$ cat src/rtl/door_pkg.sv
// Shared types and defaults for the elevator door controller.
// Latency: n/a (package).
// Backpressure: n/a (package).
// Contents: door_state_e FSM encoding, default travel time and reopen limit.
package door_pkg;

  typedef enum logic [1:0] {
    ST_CLOSED  = 2'd0,
    ST_OPENING = 2'd1,
    ST_OPEN    = 2'd2,
    ST_CLOSING = 2'd3
  } door_state_e;

  localparam int DEF_MOVE_CYCLES = 4;
  localparam int DEF_REOPEN_MAX  = 3;

endpackage

$ cat src/rtl/door_move_timer.sv
// Door travel timer: loaded with the travel time, counts down once per moving cycle.
// Latency: done is high during the last cycle of a travel (count == 1).
// Backpressure: none; load has priority over dec, and the count holds at zero.
// Ports:
//   clk, rst_n : clock, synchronous active-low reset
//   load       : reload MOVE_CYCLES on the next edge
//   dec        : count down by one on the next edge (no wrap below zero)
//   done       : current cycle is the final travel cycle
module door_move_timer
  import door_pkg::*;
#(
  parameter int MOVE_CYCLES = DEF_MOVE_CYCLES
) (
  input  logic clk,
  input  logic rst_n,
  input  logic load,
  input  logic dec,
  output logic done
);

  localparam int TW = $clog2(MOVE_CYCLES + 1);

  logic [TW-1:0] cnt_q, cnt_d;

  always_comb begin
    cnt_d = cnt_q;
    if (load) begin
      cnt_d = TW'(MOVE_CYCLES);
    end else if (dec && (cnt_q != '0)) begin
      cnt_d = cnt_q - TW'(1);
    end
  end

  always_ff @(posedge clk) begin
    if (!rst_n) begin
      cnt_q <= '0;
    end else begin
      cnt_q <= cnt_d;
    end
  end

  assign done = (cnt_q == TW'(1));

endmodule

$ cat src/rtl/door_controller.sv
// Elevator door controller: CLOSED -> OPENING -> OPEN (dwell) -> CLOSING, with obstruction reopen.
// Latency: outputs are registered and track the current state; input reactions appear one cycle later.
// Backpressure: hold_open/obstruct pause the dwell (door_wait low) and veto a coincident wait_complete.
// Ports:
//   clk, rst_n               : clock, synchronous active-low reset
//   open_req                 : request a door cycle (ignored while opening)
//   hold_open, obstruct      : door-open button, door-edge sensor
//   wait_complete            : dwell-expired pulse from the external dwell counter
//   door_wait                : dwell counter enable
//   door_close, cycle_done   : one-cycle pulses at close start / cycle end
//   motor_open, motor_close  : motor drives, mutually exclusive
//   door_closed              : door fully shut
//   door_fault               : reopen limit exceeded, sticky until reset
// Optional feature macro: DOOR_FAULT_EN (reopen counting and fault parking).
module door_controller
  import door_pkg::*;
#(
  parameter int MOVE_CYCLES = DEF_MOVE_CYCLES,
  parameter int REOPEN_MAX  = DEF_REOPEN_MAX
) (
  input  logic clk,
  input  logic rst_n,
  input  logic open_req,
  input  logic hold_open,
  input  logic obstruct,
  input  logic wait_complete,
  output logic door_wait,
  output logic door_close,
  output logic motor_open,
  output logic motor_close,
  output logic door_closed,
  output logic cycle_done,
  output logic door_fault
);

  if (MOVE_CYCLES < 1 || REOPEN_MAX < 1) begin : g_param_check
    $error("door_controller: MOVE_CYCLES and REOPEN_MAX must be >= 1");
  end

  door_state_e state_q, state_d;
  logic        tmr_load, tmr_dec, tmr_done;
  logic        door_wait_q, door_wait_d;
  logic        door_close_q, door_close_d;
  logic        motor_open_q, motor_open_d;
  logic        motor_close_q, motor_close_d;
  logic        door_closed_q, door_closed_d;
  logic        cycle_done_q, cycle_done_d;
  // parked: fault already latched; fault_nxt: fault as of the next cycle
  logic        parked, fault_nxt;

  door_move_timer #(
    .MOVE_CYCLES(MOVE_CYCLES)
  ) u_move_timer (
    .clk  (clk),
    .rst_n(rst_n),
    .load (tmr_load),
    .dec  (tmr_dec),
    .done (tmr_done)
  );

  assign tmr_dec = (state_q == ST_OPENING) || (state_q == ST_CLOSING);

  always_comb begin
    state_d      = state_q;
    tmr_load     = 1'b0;
    door_close_d = 1'b0;
    cycle_done_d = 1'b0;
    case (state_q)
      ST_CLOSED: begin
        if (open_req) begin
          state_d  = ST_OPENING;
          tmr_load = 1'b1;
        end
      end
      ST_OPENING: begin
        if (tmr_done) begin
          state_d = ST_OPEN;
        end
      end
      ST_OPEN: begin
        // A dwell expiry that coincides with hold/obstruct is dropped; the
        // dwell counter simply has to expire again once the door is clear.
        if (wait_complete && !hold_open && !obstruct && !parked) begin
          state_d      = ST_CLOSING;
          tmr_load     = 1'b1;
          door_close_d = 1'b1;
        end
      end
      ST_CLOSING: begin
        // Obstruction wins over open_req; either reopens with full travel.
        if (obstruct || open_req) begin
          state_d  = ST_OPENING;
          tmr_load = 1'b1;
        end else if (tmr_done) begin
          state_d      = ST_CLOSED;
          cycle_done_d = 1'b1;
        end
      end
      default: begin
        state_d = ST_CLOSED;
      end
    endcase

    door_closed_d = (state_d == ST_CLOSED);
    motor_open_d  = (state_d == ST_OPENING);
    motor_close_d = (state_d == ST_CLOSING);
    door_wait_d   = (state_d == ST_OPEN) && !hold_open && !obstruct && !fault_nxt;
  end

  always_ff @(posedge clk) begin
    if (!rst_n) begin
      state_q       <= ST_CLOSED;
      door_wait_q   <= 1'b0;
      door_close_q  <= 1'b0;
      motor_open_q  <= 1'b0;
      motor_close_q <= 1'b0;
      door_closed_q <= 1'b1;
      cycle_done_q  <= 1'b0;
    end else begin
      state_q       <= state_d;
      door_wait_q   <= door_wait_d;
      door_close_q  <= door_close_d;
      motor_open_q  <= motor_open_d;
      motor_close_q <= motor_close_d;
      door_closed_q <= door_closed_d;
      cycle_done_q  <= cycle_done_d;
    end
  end

`ifdef DOOR_FAULT_EN
  localparam int RW = $clog2(REOPEN_MAX + 1);

  logic [RW-1:0] reopen_cnt_q, reopen_cnt_d;
  logic          door_fault_q, door_fault_d;

  always_comb begin
    reopen_cnt_d = reopen_cnt_q;
    door_fault_d = door_fault_q;
    if ((state_q == ST_CLOSING) && obstruct) begin
      // At the limit, one more obstruction latches the fault; the door still
      // travels open and then parks in OPEN.
      if (reopen_cnt_q == RW'(REOPEN_MAX)) begin
        door_fault_d = 1'b1;
      end else begin
        reopen_cnt_d = reopen_cnt_q + RW'(1);
      end
    end
    if (state_d == ST_CLOSED) begin
      reopen_cnt_d = '0;
    end
  end

  always_ff @(posedge clk) begin
    if (!rst_n) begin
      reopen_cnt_q <= '0;
      door_fault_q <= 1'b0;
    end else begin
      reopen_cnt_q <= reopen_cnt_d;
      door_fault_q <= door_fault_d;
    end
  end

  assign parked     = door_fault_q;
  assign fault_nxt  = door_fault_d;
  assign door_fault = door_fault_q;
`else
  assign parked     = 1'b0;
  assign fault_nxt  = 1'b0;
  assign door_fault = 1'b0;
`endif

  assign door_wait   = door_wait_q;
  assign door_close  = door_close_q;
  assign motor_open  = motor_open_q;
  assign motor_close = motor_close_q;
  assign door_closed = door_closed_q;
  assign cycle_done  = cycle_done_q;

endmodule
$ cat config.mk
export PLATFORM = sky130hd
export DESIGN_NAME = door_controller
export DESIGN_NICKNAME = d
export VERILOG_FILES = /design/src/rtl/door_pkg.sv /design/src/rtl/door_move_timer.sv /design/src/rtl/door_controller.sv
export SDC_FILE = /design/constraint.sdc
export NUM_CORES = 1
export LEC_CHECK = 0
export BUFFER_PORTS_ARGS = -buffer_cell sky130_fd_sc_hd__buf_2
export CAP_MARGIN = 5
export CORE_AREA = 2 2 39 41
export DETAILED_ROUTE_END_ITERATION = 8
export DIE_AREA = 0 0 41 43
export PLACE_DENSITY = 0.62
export SYNTH_ARGS = -nofsm -noshare
export SYNTH_HDL_FRONTEND = slang
export SYNTH_HIERARCHICAL = 1
export SYNTH_SLANG_ARGS = --single-unit
$ cat constraint.sdc
create_clock -name clk -period 3.5 [get_ports clk]
set_input_delay 0.7 -clock clk [delete_from_list [all_inputs] [get_ports clk]]
set_output_delay 0.7 -clock clk [all_outputs]
set_load 0.02 [all_outputs]
# Word level (Yosys, flattened, before mapping)
# Index checks and enable logic that the tools add are counted.
# op_classes
add_sub_neg	1
mul	0
n_div	0
magnitude_cmp	0
eq_ne	7
n_shift	0
mux	13
bitwise	2
reduce_logical	16
# ops
op	n
2-bit two-way mux	5
2-bit == test, second input constant	4
2-bit one-hot mux with 4 select lines	1
3-bit two-way mux	2
1-bit logical AND	5
2-bit by 1-bit == test with 1-bit output, second input constant	2
2-bit zero test	2
1-bit two-way mux	4
3-bit by 1-bit == test with 1-bit output, second input constant	1
1-bit one-hot mux with 3 select lines	1
3-bit nonzero test	1
3-bit OR reduction	1
3-bit by 1-bit subtractor with 3-bit output, second input constant	1
1-bit zero test	2
1-bit logical OR	2
1-bit inverter	2
2-bit AND reduction	1
2-bit nonzero test	1
2-bit OR reduction	1
# totals
reg_bits	11
latch_bits	0
mem_bits_rw	0
rom_bits	0
input_bits	6
wordCells	48
n_memories	0

# Depth between registers and ports, before layout
# Gate-level depths: netlist of run 1.
# depth
ltp_word	8
mapped_depth	7
mapped_depth_nobuf	7

# By module
# Netlist of run 1, hierarchy kept.
# by_module_without_submodules
module	n_inst	cells_each	area_per_inst_um2	seq_area_each_um2
door_controller	1	35	351.6	160.2
door_move_timer	1	22	216.5	60.1

# Worst setup path after synthesis of run 1
# No wires, ideal clock.
# synth_path
path_kind	input-to-reg
startpoint	in hold_open
endpoint	reg u_move_timer.cnt_q[2]
setup_time_ps	59
arrival_time_ps	1735
required_ps	3441
slack_ps	1706
path_stages	6
path_cell_list	or3b_1 o21ai_1 a22o_1 nor2_1 o21ai_0 o311a_1
# synth_between
elab_chain_len	6
elab_cells_between_ends	7
# synth_rtl
element	line_no	text
from (decl)	door_controller.sv:24	input logic hold_open,
1-bit zero test *	door_controller.sv:83	if (wait_complete && !hold_open && !obstruct && !parked) begin
1-bit logical AND * (2 in a row)	door_controller.sv:83	
1-bit two-way mux *	door_controller.sv:83	
1-bit one-hot mux with 3 select lines *	door_controller.sv:68	case (state_q)
net tmr_load	door_controller.sv:41	logic tmr_load, tmr_dec, tmr_done;
3-bit two-way mux / 2-bit nonzero test (equally long branches)	n/a	
to (signal assigned)	door_move_timer.sv:38	cnt_q <= cnt_d;
to (decl)	door_move_timer.sv:23	logic [TW-1:0] cnt_q, cnt_d;
# Mark *: on every way through the listed nets, which the timed path passes. The rest lies on a longest branch.
# A chain may end at the register's enable or synchronous reset.

# Worst setup path after layout of run 1
# layout_path
startpoint	in obstruct
endpoint	reg u_move_timer.cnt_q[2]
# layout_between
elab_chain_len	5
elab_cells_between_ends	8
# layout_rtl
element	line_no	text
from (decl)	door_controller.sv:25	input logic obstruct,
1-bit zero test	door_controller.sv:83	
1-bit logical AND	door_controller.sv:83	
1-bit two-way mux	door_controller.sv:83	
1-bit one-hot mux with 3 select lines *	door_controller.sv:68	
net tmr_load	door_controller.sv:41	
3-bit two-way mux / 2-bit nonzero test (equally long branches)	n/a	
# Marked as above.

==> results of run 1 <==
how the worst max path moves through the flow:
stage	depth (start not counted)	start	slack, ps	endpoint
after floorplan	6	hold_open	1710	u_move_timer/cnt_q[2]$_SDFFE_PN0P_
after global placement	7	obstruct	1530	u_move_timer/cnt_q[2]$_SDFFE_PN0P_
after detailed placement	7	obstruct	1460	u_move_timer/cnt_q[2]$_SDFFE_PN0P_
after CTS	7	obstruct	1750	u_move_timer/cnt_q[2]$_SDFFE_PN0P_
after global routing	6	u_move_timer/cnt_q[1]$_SDFFE_PP0P_	1660	door_wait$_SDFF_PN0_
final	7	obstruct	1740	u_move_timer/cnt_q[2]$_SDFFE_PN0P_
power by group through the flow:
| stage | clock [W] | combinational [W] | sequential [W] |
|---|---|---|---|
| after detailed placement | 0 | 0.0000460 | 0.000142 |
| final | 0.0000899 | 0.0000454 | 0.000139 |
| after CTS | 0.0000968 | 0.0000461 | 0.000139 |
| after global placement | 0 | 0.0000452 | 0.000142 |
| after floorplan | 0 | 0.0000361 | 0.000140 |
| after global routing | 0.000100 | 0.0000510 | 0.000140 |
cell usage after synthesis (2+ instances only):
master / n / share of area (%)
dfxtp_1: 11 / 39
inv_1: 4 / 2.6
nand2_1: 4 / 2.6
ha_1: 3 / 6.6
and3_1: 2 / 2.2
buf_4: 2 / 2.6
nand3_1: 2 / 1.8
nor2_1: 2 / 1.3
nor3_1: 2 / 1.8
o21ai_0: 2 / 1.8
o21ai_1: 2 / 1.8
state kept, by name, indices dropped and copies added (netlist names):
register and cells:
cycle_done 1, door_close 1, motor_open 1, motor_close 1, door_closed 1, u_move_timer/cnt_q 3
door_wait 1, state_q 2
stage by stage:
| stage | cells | cell area, µm² |
|---|---|---|
| after floorplan | 57 | 568 |
| after global placement | 81 | 624 |
| after detailed placement | 81 | 624 |
| after CTS | 85 | 651 |
| after global routing | 85 | 651 |
| final | 85 | 651 |
kinds of logic (layout without fill, tap and decap cells):
logic type      after synthesis  in the layout  share of synthesized area (%)
compound gates               14             14                           20.9
fa+ha+maj                     3              3                           6.61
buf+inv                       7             19                           5.94
flops                        11             11                           38.8
other cells                   1              1                          0.660
simple gates                 21             21                           27.1
area by class of cell:
class	count	area [µm²]
inverters	4	15.0
flip-flops and latches	11	220
fillers	137	733
well taps	16	20.0
repair buffers	11	55.1
clock buffers	4	26.3
multi-input cells	39	314
metal layers:
| metal | vias to the layer above | part of all wire, % | track usage, % |
|---|---|---|---|
| li1 | 226 | - | - |
| met1 | 199 | 45 | 16.6 |
| met2 | 8 | 47 | 20.6 |
| met3 | 5 | 4.3 | 7.85 |
| met4 | 0 | 4.0 | 14.0 |
| met5 | - | 0 | 0 |
critical path: cells and delay by family:
family	cells	cell delay, ps
and+or+nand+nor	2	460
buffers and inverters	1	140
AOI/OAI and AO/OA	4	680
==> impl_metrics.toml, run 1 <==
[grt]
grt.total_usage_pct = 15.4
grt_overflow = 0
grt_pass1_wl_um = 1670
antenna_found_initial = 0
first_global_vias = 402
grt_max_degree = 16

[logic_synthesis]
ys_warn_count = 6
syn_avg_cell_area_um2 = 9.97
async_flop_share_pct = 0
ys_types = 32
synth_edf_count = 0
syn-num-nets = 66
synth_seq_cells = 11
synthFlopType = "dfxtp_1"
synth_area_um2 = 568
synthCells = 57
ys_seq_area_share_pct = 38.8

[hold_path]
holdPathStages = 2
min_path_type = "reg2reg"
hold_path.startpoint = "u_move_timer/cnt_q[1]$_SDFFE_PP0P_"
min_to = "u_move_timer/cnt_q[1]$_SDFFE_PP0P_"

[place]
post-dp-hpwl_um = 735
port_buffers = 11
gp_congestion = 0.774
pre_cts_slack_ps = 1460

[floorplanning]
dieArea_um2 = 1760
num_io_pins = 13
die_y_um = 43
start_util_pct = 41.0
die_w_um = 41
std_cell_rows = 14
core_region_area_um2 = 1380

[worst_setup_path]
crit_type = "in2reg"
crit_chain = "buf_2, or3b_1, o21ai_1, a22o_1, nor2_1, o21ai_0, o311a_1"
crit_path_start_kind = "input pin"
reg2reg_to = "door_wait$_SDFF_PN0_"
crit_path_max_fanout = 6
reg2reg_slack_ps = 1790
slowest_stage = "or3b_1"
ff2ff_path_depth = 6
slowest_delay_ps = 410
crit_arrival_ps = 1990
endpoint_kind = "register"
required_ps = 3720
r2r_start = "u_move_timer/cnt_q[1]$_SDFFE_PP0P_"

[power_and_ir_drop]
power.share.combinational_pct = 16.6
switchingPower_w = 0.0000781
p_leak_nw = 0.290
seq_power_share_pct = 50.7
max-vdd-ir-drop_uv = 228
power_density_nw_per_um2 = 421
clkPwrFrac_pct = 32.8
power_w = 0.000274
p_sw_share_pct = 28.5
internal_power_w = 0.000196

[sta]
finClkSkew_ps = 2.93
setup_viol = 0
finalHoldViolations = 0
layout_min_cycle_time_ps = 1760
fmax_ghz = 0.567
fin_setup_tns_ps = 0
fin_ws_ps = 1740
whs_ps = 571
relSlewSlack_pct = 64.7
maxSlewViolCount = 0
rsz0062_at_grt = "false"
period_share_pct = 50.4
worst_pin_slew_ps = 529

[cells_and_area]
post-route-util_pct = 47.0
drive_gt1_share_pct = 34.8
final_nets = 79
diodes = 0
area_growth_pct = 14.5
layout_common_cells = "dfxtp_1 (11), buf_2 (11), nand2_1 (4), inv_1 (4)"

[drt]
dr.pass1.iters = 1
viasPerCell = 5.15
postRouteAntennaNets = 0
vias = 438
routed_wirelength_um = 1020
drtIter0Drc = 0
wire_per_inst_um = 12.0
remaining_drc_errors = 0

[clocking]
cts_root_buf = "clkbuf_4"
cts_sinks = 11
cts_buffers = 3
h-tree-depth = 1
ctsHoldBuffers = 0
cts_resized = 0
clockBufferDepth = 2
clk_pin_slew_worst_paths_ps = 70
clk_latency_ps = 280
cts_tree = "built"
post-cts-setup-buffer-count = 0

[status]
status = "finished, final reports clean"

[job]
drv_cap = 0
(Power assumes the default switching activity.)
==> run 2: changes to the inputs <==
--- a/config.mk
+++ b/config.mk
@@ -10,7 +10,7 @@
 export CORE_AREA = 2 2 39 41
 export DETAILED_ROUTE_END_ITERATION = 8
 export DIE_AREA = 0 0 41 43
-export PLACE_DENSITY = 0.62
+export PLACE_DENSITY = 0.65
 export SYNTH_ARGS = -nofsm -noshare
 export SYNTH_HDL_FRONTEND = slang
 export SYNTH_HIERARCHICAL = 1
==> constraint.sdc (replaced) <==
create_clock -name clk -period 1.43 [get_ports clk]
set_input_delay 0.286 -clock clk [delete_from_list [all_inputs] [get_ports clk]]
set_output_delay 0.286 -clock clk [all_outputs]
set_load 0.02 [all_outputs]
==> impl_metrics.toml, run 2 (same netlist as run 1, synthesis figures left out) <==
[power_and_ir_drop]
max-vdd-ir-drop_uv = 538
power_w = 0.000687
p_leak_nw = 0.338
power_density_nw_per_um2 = 900

[floorplanning]
core_region_area_um2 = 1380
std_cell_rows = 14
start_util_pct = 41.0
dieArea_um2 = 1760
die_w_um = 41
die_y_um = 43
num_io_pins = 13

[drt]
postRouteAntennaNets = 0
drtIter0Drc = 6
vias = 467
wire_per_inst_um = 11.3
routed_wirelength_um = 1070
viasPerCell = 4.92
dr.pass1.iters = 4
remaining_drc_errors = 0

[cells_and_area]
largest-register = "u_move_timer/cnt_q"
area_growth_pct = 34.4
largest_register_ffs = 3
drive_gt1_share_pct = 49.4
diodes = 0
layout_common_cells = "buf_2 (11), buf_4 (10), dfxtp_1 (9), nand2_1 (4), clkbuf_4 (3)"
top_regs = "u_move_timer/cnt_q: 3 flops, state_q: 2 flops"
final_nets = 89
post-route-util_pct = 55.2
final_common_cell = "buf_2"
final_cell_area_um2 = 763

[grt]
grt_pass1_wl_um = 1840
antenna_found_initial = 0
grt.total_usage_pct = 15.7
first_global_vias = 450
grt_overflow = 0
grt_max_degree = 9

[worst_setup_path]
crit_arrival_ps = 1630
required_ps = 1590
endpoint_kind = "register"
crit_type = "reg2reg"
crit_path_max_fanout = 4
crit_path_start_kind = "register"

[sta]
setup_viol = 3
finalHoldViolations = 0
finClkSkew_ps = 2.67
fin_ws_ps = -31.0
period_share_pct = 102
fmax_ghz = 0.684
rsz0062_at_grt = "true"
maxSlewViolCount = 0
layout_min_cycle_time_ps = 1460
whs_ps = 297

[clocking]
cts_buffers = 3
h-tree-depth = 1
clockBufferDepth = 2
clk_pin_slew_worst_paths_ps = 70
clk_latency_ps = 260
cts_sinks = 11
cts_tree = "built"
cts_root_buf = "clkbuf_4"

[status]
failed_checks = "negative setup slack"
status = "finished with violations"

[hold_path]
min_path_type = "in2reg"

[place]
postPlaceCellArea_um2 = 696
pre_cts_slack_ps = -59.4
post-dp-hpwl_um = 772
port_buffers = 11
gp_congestion = 0.783

[job]
drv_cap = 0
==> run 2: power by group <==
part / switching, W / internal, W / total [W]
clock: 0.0000964 / 0.000108 / 0.000204
combinational: 0.0000773 / 0.0000693 / 0.000147
sequential: 0.0000136 / 0.000323 / 0.000336
total: 0.000187 / 0.000500 / 0.000687
==> run 2: area by class of cell <==
type | instances | area [µm²]
Clock buffer | 4 | 26.3
Fill cell | 130 | 621
Inverter | 4 | 15.0
Multi-Input combinational cell | 39 | 349
Sequential cell | 11 | 223
Tap cell | 16 | 20.0
Timing Repair Buffer | 21 | 130
==> run 2: worst max-delay path: stages (launching register included) <==
cell       delay (ps)
dfxtp_2           340
inv_2              50
ha_4              140
and2b_2           230
o311ai_4          250
nand3_2           150
a2111oi_4         200
==> run 2: timing repair <==
| action | CTS | global route |
|---|---|---|
| endpoints found under the setup margin | 2 | 4 |
| hold buffers | 0 | 0 |
| resized for setup | 2 | 3 |
| buffers inserted | 0 | 2 |
| pin swaps | 0 | 1 |
==> run 2: final timing paths <==
kind         cells past startpoint                                from  slack (ps)               endpoint
min reg2reg                      2               state_q[0]$_SDFF_PN0_         510  cycle_done$_SDFF_PP0_
max                              6  u_move_timer/cnt_q[1]$_SDFFE_PP0P_         -30   door_wait$_SDFF_PN0_
min                              3                           hold_open         300   door_wait$_SDFF_PN0_
max reg2reg                      6  u_move_timer/cnt_q[1]$_SDFFE_PP0P_         -30   door_wait$_SDFF_PN0_
==> run 2: per-stage QoR <==
step	TNS [ps]	instances
global route	-387	95
floorplan	0	57
detailed placement	-85.3	89
CTS	-9.56	93
global placement	-75.3	89
finish	-82.4	95
==> run 2: metal layers <==
layer	share of wire (%)	vias up	GRT usage, %
li1	-	249	-
met3	2.5	2	4.71
met1	47	210	19.7
met2	50	6	23.1
met4	0.56	0	8.00
met5	0	-	0
